### config.mk
export PLATFORM = sky130hd
export DESIGN_NAME = rotate_ctrl
export DESIGN_NICKNAME = d
export VERILOG_FILES = /design/src/rtl/rotate_pkg.sv /design/src/rtl/button_debounce.sv /design/src/rtl/rotate_ctrl.sv
export SDC_FILE = /design/constraint.sdc
export NUM_CORES = 1
export LEC_CHECK = 0
export ABC_AREA = 0
export CORE_MARGIN = 2
export CORE_UTILIZATION = 50
export DETAILED_ROUTE_END_ITERATION = 7
export PLACE_DENSITY = 0.75
export SLEW_MARGIN = 40
export SYNTH_ARGS = -nofsm -noshare
export SYNTH_HDL_FRONTEND = slang
export SYNTH_SLANG_ARGS = --single-unit
### constraint.sdc
create_clock -name clk -period 6.35 [get_ports clk]
set_clock_uncertainty 0.15 [all_clocks]
set_input_delay 0.9525 -clock clk [delete_from_list [all_inputs] [get_ports clk]]
set_output_delay 0.9525 -clock clk [all_outputs]
set_load 0.02 [all_outputs]
### src/rtl/rotate_pkg.sv
// Shared types and constants for the LED rotator control path and the rotator itself.
package rotate_pkg;

    localparam int SPEED_W    = 2;
    localparam int NUM_SPEEDS = 4;

    localparam logic DIR_LEFT  = 1'b0;
    localparam logic DIR_RIGHT = 1'b1;

    typedef logic [SPEED_W-1:0] speed_t;

    function automatic speed_t next_speed(input speed_t s);
        return speed_t'((32'(s) + 1) % NUM_SPEEDS);
    endfunction

endpackage

### src/rtl/button_debounce.sv
// One board button: 2-FF synchroniser, polarity normalisation, counter debounce,
// and single-cycle press/release pulses aligned with the first cycle of the new level.
module button_debounce
    import rotate_pkg::*;
#(
    parameter int unsigned DEBOUNCE_CYCLES = 1_000_000,
    parameter bit          BUT_ACTIVE_LOW  = 1'b1
) (
    input  logic clk,
    input  logic rst,
    input  logic but_i,
    output logic pressed_o,
    output logic press_o,
    output logic release_o
);

    localparam int              CNT_W        = (DEBOUNCE_CYCLES > 1) ? $clog2(DEBOUNCE_CYCLES) : 1;
    localparam logic [CNT_W-1:0] CNT_LAST    = CNT_W'(DEBOUNCE_CYCLES - 1);
    localparam logic             RELEASED_PIN = BUT_ACTIVE_LOW;

    logic             sync1_q, sync2_q;
    logic             level;
    logic [CNT_W-1:0] cnt_q, cnt_d;
    logic             pressed_q, pressed_d;
    logic             press_q, release_q;

    assign level = sync2_q ^ BUT_ACTIVE_LOW;

    // NOTE: every variable gets a default before any branch so no latch is inferred.
    always_comb begin
        cnt_d     = '0;
        pressed_d = pressed_q;
        if (level != pressed_q) begin
            if (cnt_q == CNT_LAST) begin
                pressed_d = level;
            end else begin
                cnt_d = cnt_q + 1'b1;
            end
        end
    end

    // NOTE: state is updated with non-blocking assignments only, and reset is sampled on the clock edge.
    always_ff @(posedge clk) begin
        if (!rst) begin
            sync1_q   <= RELEASED_PIN;
            sync2_q   <= RELEASED_PIN;
            cnt_q     <= '0;
            pressed_q <= 1'b0;
            press_q   <= 1'b0;
            release_q <= 1'b0;
        end else begin
            sync1_q   <= but_i;
            sync2_q   <= sync1_q;
            cnt_q     <= cnt_d;
            pressed_q <= pressed_d;
            press_q   <= pressed_d & ~pressed_q;
            release_q <= ~pressed_d & pressed_q;
        end
    end

    assign pressed_o = pressed_q;
    assign press_o   = press_q;
    assign release_o = release_q;

endmodule

### src/rtl/rotate_ctrl.sv
// Button conditioning, direction/speed state and step prescaler for the LED rotator.
// Optional long-press pause on BUT[1] when ROTATE_CTRL_LONGPRESS_EN is defined.
module rotate_ctrl
    import rotate_pkg::*;
#(
    parameter int unsigned DEBOUNCE_CYCLES = 1_000_000,
    parameter int unsigned BASE_DIV        = 25_000_000,
    parameter int unsigned LONG_CYCLES     = 100_000_000,
    parameter bit          BUT_ACTIVE_LOW  = 1'b1
) (
    input  logic               clk,
    input  logic               rst,
    input  logic [1:0]         but,
    output logic [1:0]         pressed,
    output logic               step,
    output logic               dir,
    output logic [SPEED_W-1:0] speed,
    output logic               paused
);

    localparam int PRESC_W = (BASE_DIV > 1) ? $clog2(BASE_DIV) : 1;

    logic [1:0]         press_ev, release_ev;
    logic               speed_evt, pause_active;
    logic [PRESC_W-1:0] presc_q, presc_d, term_cnt;
    logic               step_q, step_d;
    logic               dir_q, dir_d;
    speed_t             speed_q, speed_d;
    logic               unused_ok;

    button_debounce #(
        .DEBOUNCE_CYCLES(DEBOUNCE_CYCLES),
        .BUT_ACTIVE_LOW (BUT_ACTIVE_LOW)
    ) u_but0 (
        .clk      (clk),
        .rst      (rst),
        .but_i    (but[0]),
        .pressed_o(pressed[0]),
        .press_o  (press_ev[0]),
        .release_o(release_ev[0])
    );

    button_debounce #(
        .DEBOUNCE_CYCLES(DEBOUNCE_CYCLES),
        .BUT_ACTIVE_LOW (BUT_ACTIVE_LOW)
    ) u_but1 (
        .clk      (clk),
        .rst      (rst),
        .but_i    (but[1]),
        .pressed_o(pressed[1]),
        .press_o  (press_ev[1]),
        .release_o(release_ev[1])
    );

`ifdef ROTATE_CTRL_LONGPRESS_EN
    localparam int               LONG_W    = (LONG_CYCLES > 1) ? $clog2(LONG_CYCLES) : 1;
    localparam logic [LONG_W-1:0] LONG_LAST = LONG_W'(LONG_CYCLES - 1);

    logic [LONG_W-1:0] long_cnt_q, long_cnt_d;
    logic              long_done_q, long_done_d;
    logic              paused_q, paused_d;

    // The hold counter stops once the long press has fired, so one hold toggles pause only once.
    always_comb begin
        long_cnt_d  = long_cnt_q;
        long_done_d = long_done_q;
        paused_d    = paused_q;
        if (!pressed[1]) begin
            long_cnt_d  = '0;
            long_done_d = 1'b0;
        end else if (!long_done_q) begin
            if (long_cnt_q == LONG_LAST) begin
                paused_d    = ~paused_q;
                long_done_d = 1'b1;
            end else begin
                long_cnt_d = long_cnt_q + 1'b1;
            end
        end
    end

    always_ff @(posedge clk) begin
        if (!rst) begin
            long_cnt_q  <= '0;
            long_done_q <= 1'b0;
            paused_q    <= 1'b0;
        end else begin
            long_cnt_q  <= long_cnt_d;
            long_done_q <= long_done_d;
            paused_q    <= paused_d;
        end
    end

    // long_done_q is still set during the release pulse cycle, which suppresses the speed step.
    assign speed_evt    = release_ev[1] & ~long_done_q;
    assign pause_active = paused_q;
    assign unused_ok    = &{1'b0, press_ev[1], release_ev[0]};
`else
    assign speed_evt    = press_ev[1];
    assign pause_active = 1'b0;
    assign unused_ok    = &{1'b0, release_ev, LONG_CYCLES[0]};
`endif

    assign term_cnt = PRESC_W'((BASE_DIV >> speed_q) - 1);

    // A speed change restarts the period from zero and swallows a coincident terminal count.
    always_comb begin
        presc_d = presc_q + 1'b1;
        step_d  = 1'b0;
        if (speed_evt || pause_active) begin
            presc_d = '0;
        end else if (presc_q == term_cnt) begin
            presc_d = '0;
            step_d  = 1'b1;
        end
        speed_d = speed_evt ? next_speed(speed_q) : speed_q;
        dir_d   = dir_q ^ press_ev[0];
    end

    always_ff @(posedge clk) begin
        if (!rst) begin
            presc_q <= '0;
            step_q  <= 1'b0;
            dir_q   <= DIR_LEFT;
            speed_q <= '0;
        end else begin
            presc_q <= presc_d;
            step_q  <= step_d;
            dir_q   <= dir_d;
            speed_q <= speed_d;
        end
    end

    assign step   = step_q;
    assign dir    = dir_q;
    assign speed  = speed_q;
    assign paused = pause_active;

endmodule

# Word level (Yosys, flattened, before mapping)
# Cells that the tools add are included.
# word_totals
out_inout_bits,7
register_bits,77
word_cells,44
inputBits,4
# classes
reduce_logical,4
n_mux,5
add_sub_neg,5
shifts,1
n_eq_ne,5
n_bitwise,10
# op_table
cell,count
"adder 20 x 1 -> 20 bit, second input constant",2
"== test 20 bit, second input constant",2
"adder 25 x 1 -> 25 bit, second input constant",1
== test 25 bit,1
">> shifter 25 x 2 -> 25 bit, first input constant",1
"subtractor 25 x 1 -> 25 bit, second input constant",1
OR reduction 3 bit,3
NOT 1 bit,7
2-to-1 mux 1 bit,5
"adder 2 x 1 -> 2 bit, second input constant",1
bitwise AND 1 bit,2
inequality test 1 bit,2
OR reduction 2 bit,1
bitwise XOR 1 bit,1

# Logic depth before layout (Yosys ltp)
# logic_depth
ltp_word,4
mapped_depth,10
mapped_depth_nobuf,9

# Modules after synthesis
# Synthesis repeated with hierarchy kept, for this count alone.
# hier_totals
hier_cells,414
area_unflattened_um2,3691.0
# by_module_without_submodules
module,cells_each,area_each_um2,seq_area_each_um2,instances
button_debounce,119,1074.8,500.5,2
rotate_ctrl,176,1541.5,580.6,1

# Worst setup path after synthesis
# No wires, ideal clock.
# synth_timing
path_kind,reg-to-reg
startpoint,"register speed_q[0], in the netlist speed[0]"
endpoint,register presc_q[19]
required_time_ns,6.085
path_stages_with_launch,9
setup_slack_ns,3.799
arrival_ns,2.286
path_cell_list,dfxtp_1 -> inv_1 -> ha_1 -> nand2b_1 -> a2111oi_4 -> o2111ai_2 -> o311ai_4 -> buf_6 -> nor2_1
# synth_via
elab_chain_cells,4
# synth_rtl
item,line,rtl
from (decl),rotate_ctrl.sv:28,"speed_t speed_q, speed_d;"
from (signal assigned),rotate_ctrl.sv:129,speed_q <= speed_d;
>> shifter 25 x 2 -> 25 bit,rotate_ctrl.sv:103,assign term_cnt = PRESC_W'((BASE_DIV >> speed_q) - 1);
subtractor 25 x 1 -> 25 bit,rotate_ctrl.sv:103,
== test 25 bit,rotate_ctrl.sv:111,end else if (presc_q == term_cnt) begin
OR reduction 3 bit (no source line),-,
to (signal assigned),rotate_ctrl.sv:126,presc_q <= presc_d;
to (decl),rotate_ctrl.sv:25,"logic [PRESC_W-1:0] presc_q, presc_d, term_cnt;"
# No other way between the ends.
# A chain may end at the register's enable or synchronous reset.

# Worst setup path after layout
# layout_timing
startpoint,"register speed_q[0], in the netlist speed[0]"
endpoint,register presc_q[14]
# Same word-level chain as after synthesis.

==> flow_metrics.py <==
metrics = {
    "outcome": {
        "status": "finished clean",
    },
    "worst_setup_path": {
        "r2r_slack_ns": 3.53,
        "r2r-end": "presc_q[14]",
        "cp.arrival_ns": 2.91,
        "required_ns": 6.44,
        "reg2reg_depth": 8,
        "startpoint_type": "register",
        "r2r_start": "speed[0]",
        "end_kind": "register",
        "criticalPathCategory": "reg2reg",
        "cp_max_fo": 13,
    },
    "yosys": {
        "synth_cell_types": 34,
        "synth_compound_area_frac": 0.0271,
        "syn_area_um2": 3550,
        "yosysWarningCount": 0,
        "syn_area_per_cell_um2": 8.99,
        "synth.mux.area_fraction": 0.00845,
        "synth-simple-area-share": 0.290,
        "ys_ff_latch": 77,
        "synthFlopType": "dfxtp_1",
        "syn_inst": 395,
        "ys_seq_area_frac": 0.434,
        "async_flop_share": 0,
        "synth_xor_area_frac": 0.175,
        "synthAdderAreaFrac": 0.0352,
        "syn_nets": 409,
        "synth_top_family_by_area": "simple AND/OR/NAND/NOR gates",
        "synth_edf_count": 0,
    },
    "place": {
        "dpl_cell_area_um2": 3710,
        "port_buffers": 9,
        "gp_congestion": 0.814,
        "dp_hpwl_um": 4250,
    },
    "pwr": {
        "vdd_drop_max_v": 0.000144,
        "power_leakage_nw": 1.35,
        "p_per_area_nw_per_um2": 233,
        "power_uw": 923,
    },
    "timing": {
        "setup_violations": 0,
        "maxSlewHeadroom": 0.498,
        "final_max_slew_viol_count": 0,
        "setup_tns_ns": 0,
        "fmax_ghz": 0.355,
        "finalHoldViolations": 0,
        "tightest_slew_ns": 0.750,
        "rsz0062_at_grt": "false",
        "hold_ws_ns": 0.259,
        "fin_crit_sh": 0.444,
        "final.min_clock_period_ns": 2.82,
    },
    "layout": {
        "n_antenna_cell": 0,
        "layout.cells.most_common": "nor2_1",
        "finish.instance_area_um2": 3960,
        "fillers": 619,
        "fin_nets": 420,
        "layout-drive-gt1-share": 0.0560,
        "syn2layout_area_growth_pct": 11.4,
        "final_cell_mix": "80 x nor2_1, 77 x dfxtp_1, 38 x xor2_1",
    },
    "floorplan": {
        "die-area_um2": 7790,
        "rows": 30,
        "die_h_um": 88.3,
        "die_w_um": 88.3,
        "io_pins": 11,
        "start_util": 0.520,
        "core_um2": 6830,
    },
    "global_routing": {
        "grt_max_degree": 21,
        "grt_pass1_wl_um": 10400,
        "grt_antenna_before_repair": 0,
        "gr-total-overflow": 0,
        "grt_util_all_layers": 0.171,
        "grt_pass1_vias": 2344,
    },
    "clock_tree": {
        "cts_sinks": 77,
        "postCtsHoldBufs": 0,
        "cts_root_buffer": "clkbuf_8",
        "cts_setup_buffers": 0,
        "clkTransAtPathRegs_ns": 0.08,
        "htree_levels": 3,
        "cts_buffer_depth": 2,
        "clk_latency_ns": 0.35,
        "cts_resized": 0,
        "numCtsBuffers": 9,
        "cts_tree": "yes",
    },
    "drt": {
        "ant_nets": 0,
        "drc_errors": 0,
        "drtIter0Drc": 94,
        "wl_um": 5930,
        "vias": 2548,
        "firstDrtPassIters": 4,
        "routedWlPerCell_um": 11.7,
        "avgViaCountPerCell": 5.03,
    },
    "worst_hold_path": {
        "hp-start": "u_but0.sync1_q",
        "whs_path_depth": 1,
        "hp-class": "reg2reg",
        "holdPathEnd": "u_but0.sync2_q",
    },
    "run": {
        "maxCapViolCount": 0,
    },
}
[cell families (layout without fill, tap and decap cells)]
kind of cell,after synthesis,after routing
compound gates,7,7
xor+xnor,71,71
fa+ha+maj,10,10
buf+inv,21,37
flops,77,77
mux,3,3
other cells,1,1
simple gates,205,205
[area by class of cell]
cell class	instances	area, µm²	area share
Clock buffer	11	151	0.0383
Clock inverter	5	82.6	0.0209
Inverter	10	37.5	0.00948
Multi-Input combinational cell	297	1910	0.483
Sequential cell	77	1540	0.390
Tap cell	96	120	0.0304
Timing Repair Buffer	11	113	0.0285
[where the power goes]
part / internal, mW / switching [mW]
logic: 0.00619 / 0.00875
registers: 0.486 / 0.00272
clock network: 0.243 / 0.178
[worst max-delay path by stage]
stage                        start               to  slack, ns  cells past startpoint
after detailed placement       rst  u_but1.cnt_q[0]       3.41                      3
after global placement         rst  u_but1.cnt_q[0]       3.43                      3
after CTS                 speed[0]      presc_q[14]       3.53                      8
after global routing      speed[0]      presc_q[17]       3.33                      8
final                     speed[0]      presc_q[14]       3.53                      8
after floorplan           speed[0]      presc_q[19]       3.80                      8
[worst max-delay path, stage by stage (launching register included)]
cell and delay, ns:
dfxtp_1 0.48, inv_1 0.13, ha_1 0.28, nand2b_1 0.20, a2111oi_4 0.36, o2111ai_2 0.19, o311ai_4 0.62, buf_6 0.24
nor2_1 0.06
[synth_stat cells (2+ instances only)]
library cell	instances	area (µm²)
xor2_1	38	333
nor4b_1	3	26.3
nor2b_1	2	12.5
nand3b_1	2	15.0
inv_1	10	37.5
dfxtp_1	77	1540
nand4_1	11	68.8
nand2b_1	8	50.1
xnor2_1	33	289
nor2_1	80	300
and4_1	10	87.6
and3_1	11	68.8
clkbuf_1	6	22.5
mux2i_1	3	30.0
and2_1	7	43.8
nor3b_1	3	22.5
buf_6	2	22.5
buf_4	3	22.5
nand2_1	24	90.1
nand3_1	24	120
nor3_1	9	45.0
nand4b_1	3	26.3
ha_1	10	125
nor4_1	6	37.5
[state kept, by name (all words and copies together) (netlist names)]
register and flops:
u_but0.sync1_q 1, u_but1.press_o 1, speed 2, u_but1.cnt_q 20
dir 1, step 1, u_but0.sync2_q 1, u_but1.sync2_q 1
presc_q 25, u_but0.pressed_o 1, u_but0.cnt_q 20, u_but0.press_o 1
u_but1.pressed_o 1, u_but1.sync1_q 1
[metrics by stage]
stage,worst slack (ns),instances,util
floorplan,3.80,395,-
finish,3.53,507,0.579
detailed placement,3.41,490,0.543
global placement,3.43,489,0.541
global route,3.33,507,0.579
CTS,3.53,506,0.578
[layer usage]
layer / up-vias / GRT usage / routed length, µm / share of wire
met2: 39 / 0.269 / 2650 / 0.45
met5: - / 0 / 0 / 0
met1: 1158 / 0.223 / 2950 / 0.50
li1: 1340 / - / - / -
met4: 0 / 0.0620 / 108 / 0.018
met3: 11 / 0.0522 / 219 / 0.037
Power figures use the tool's default switching activity.
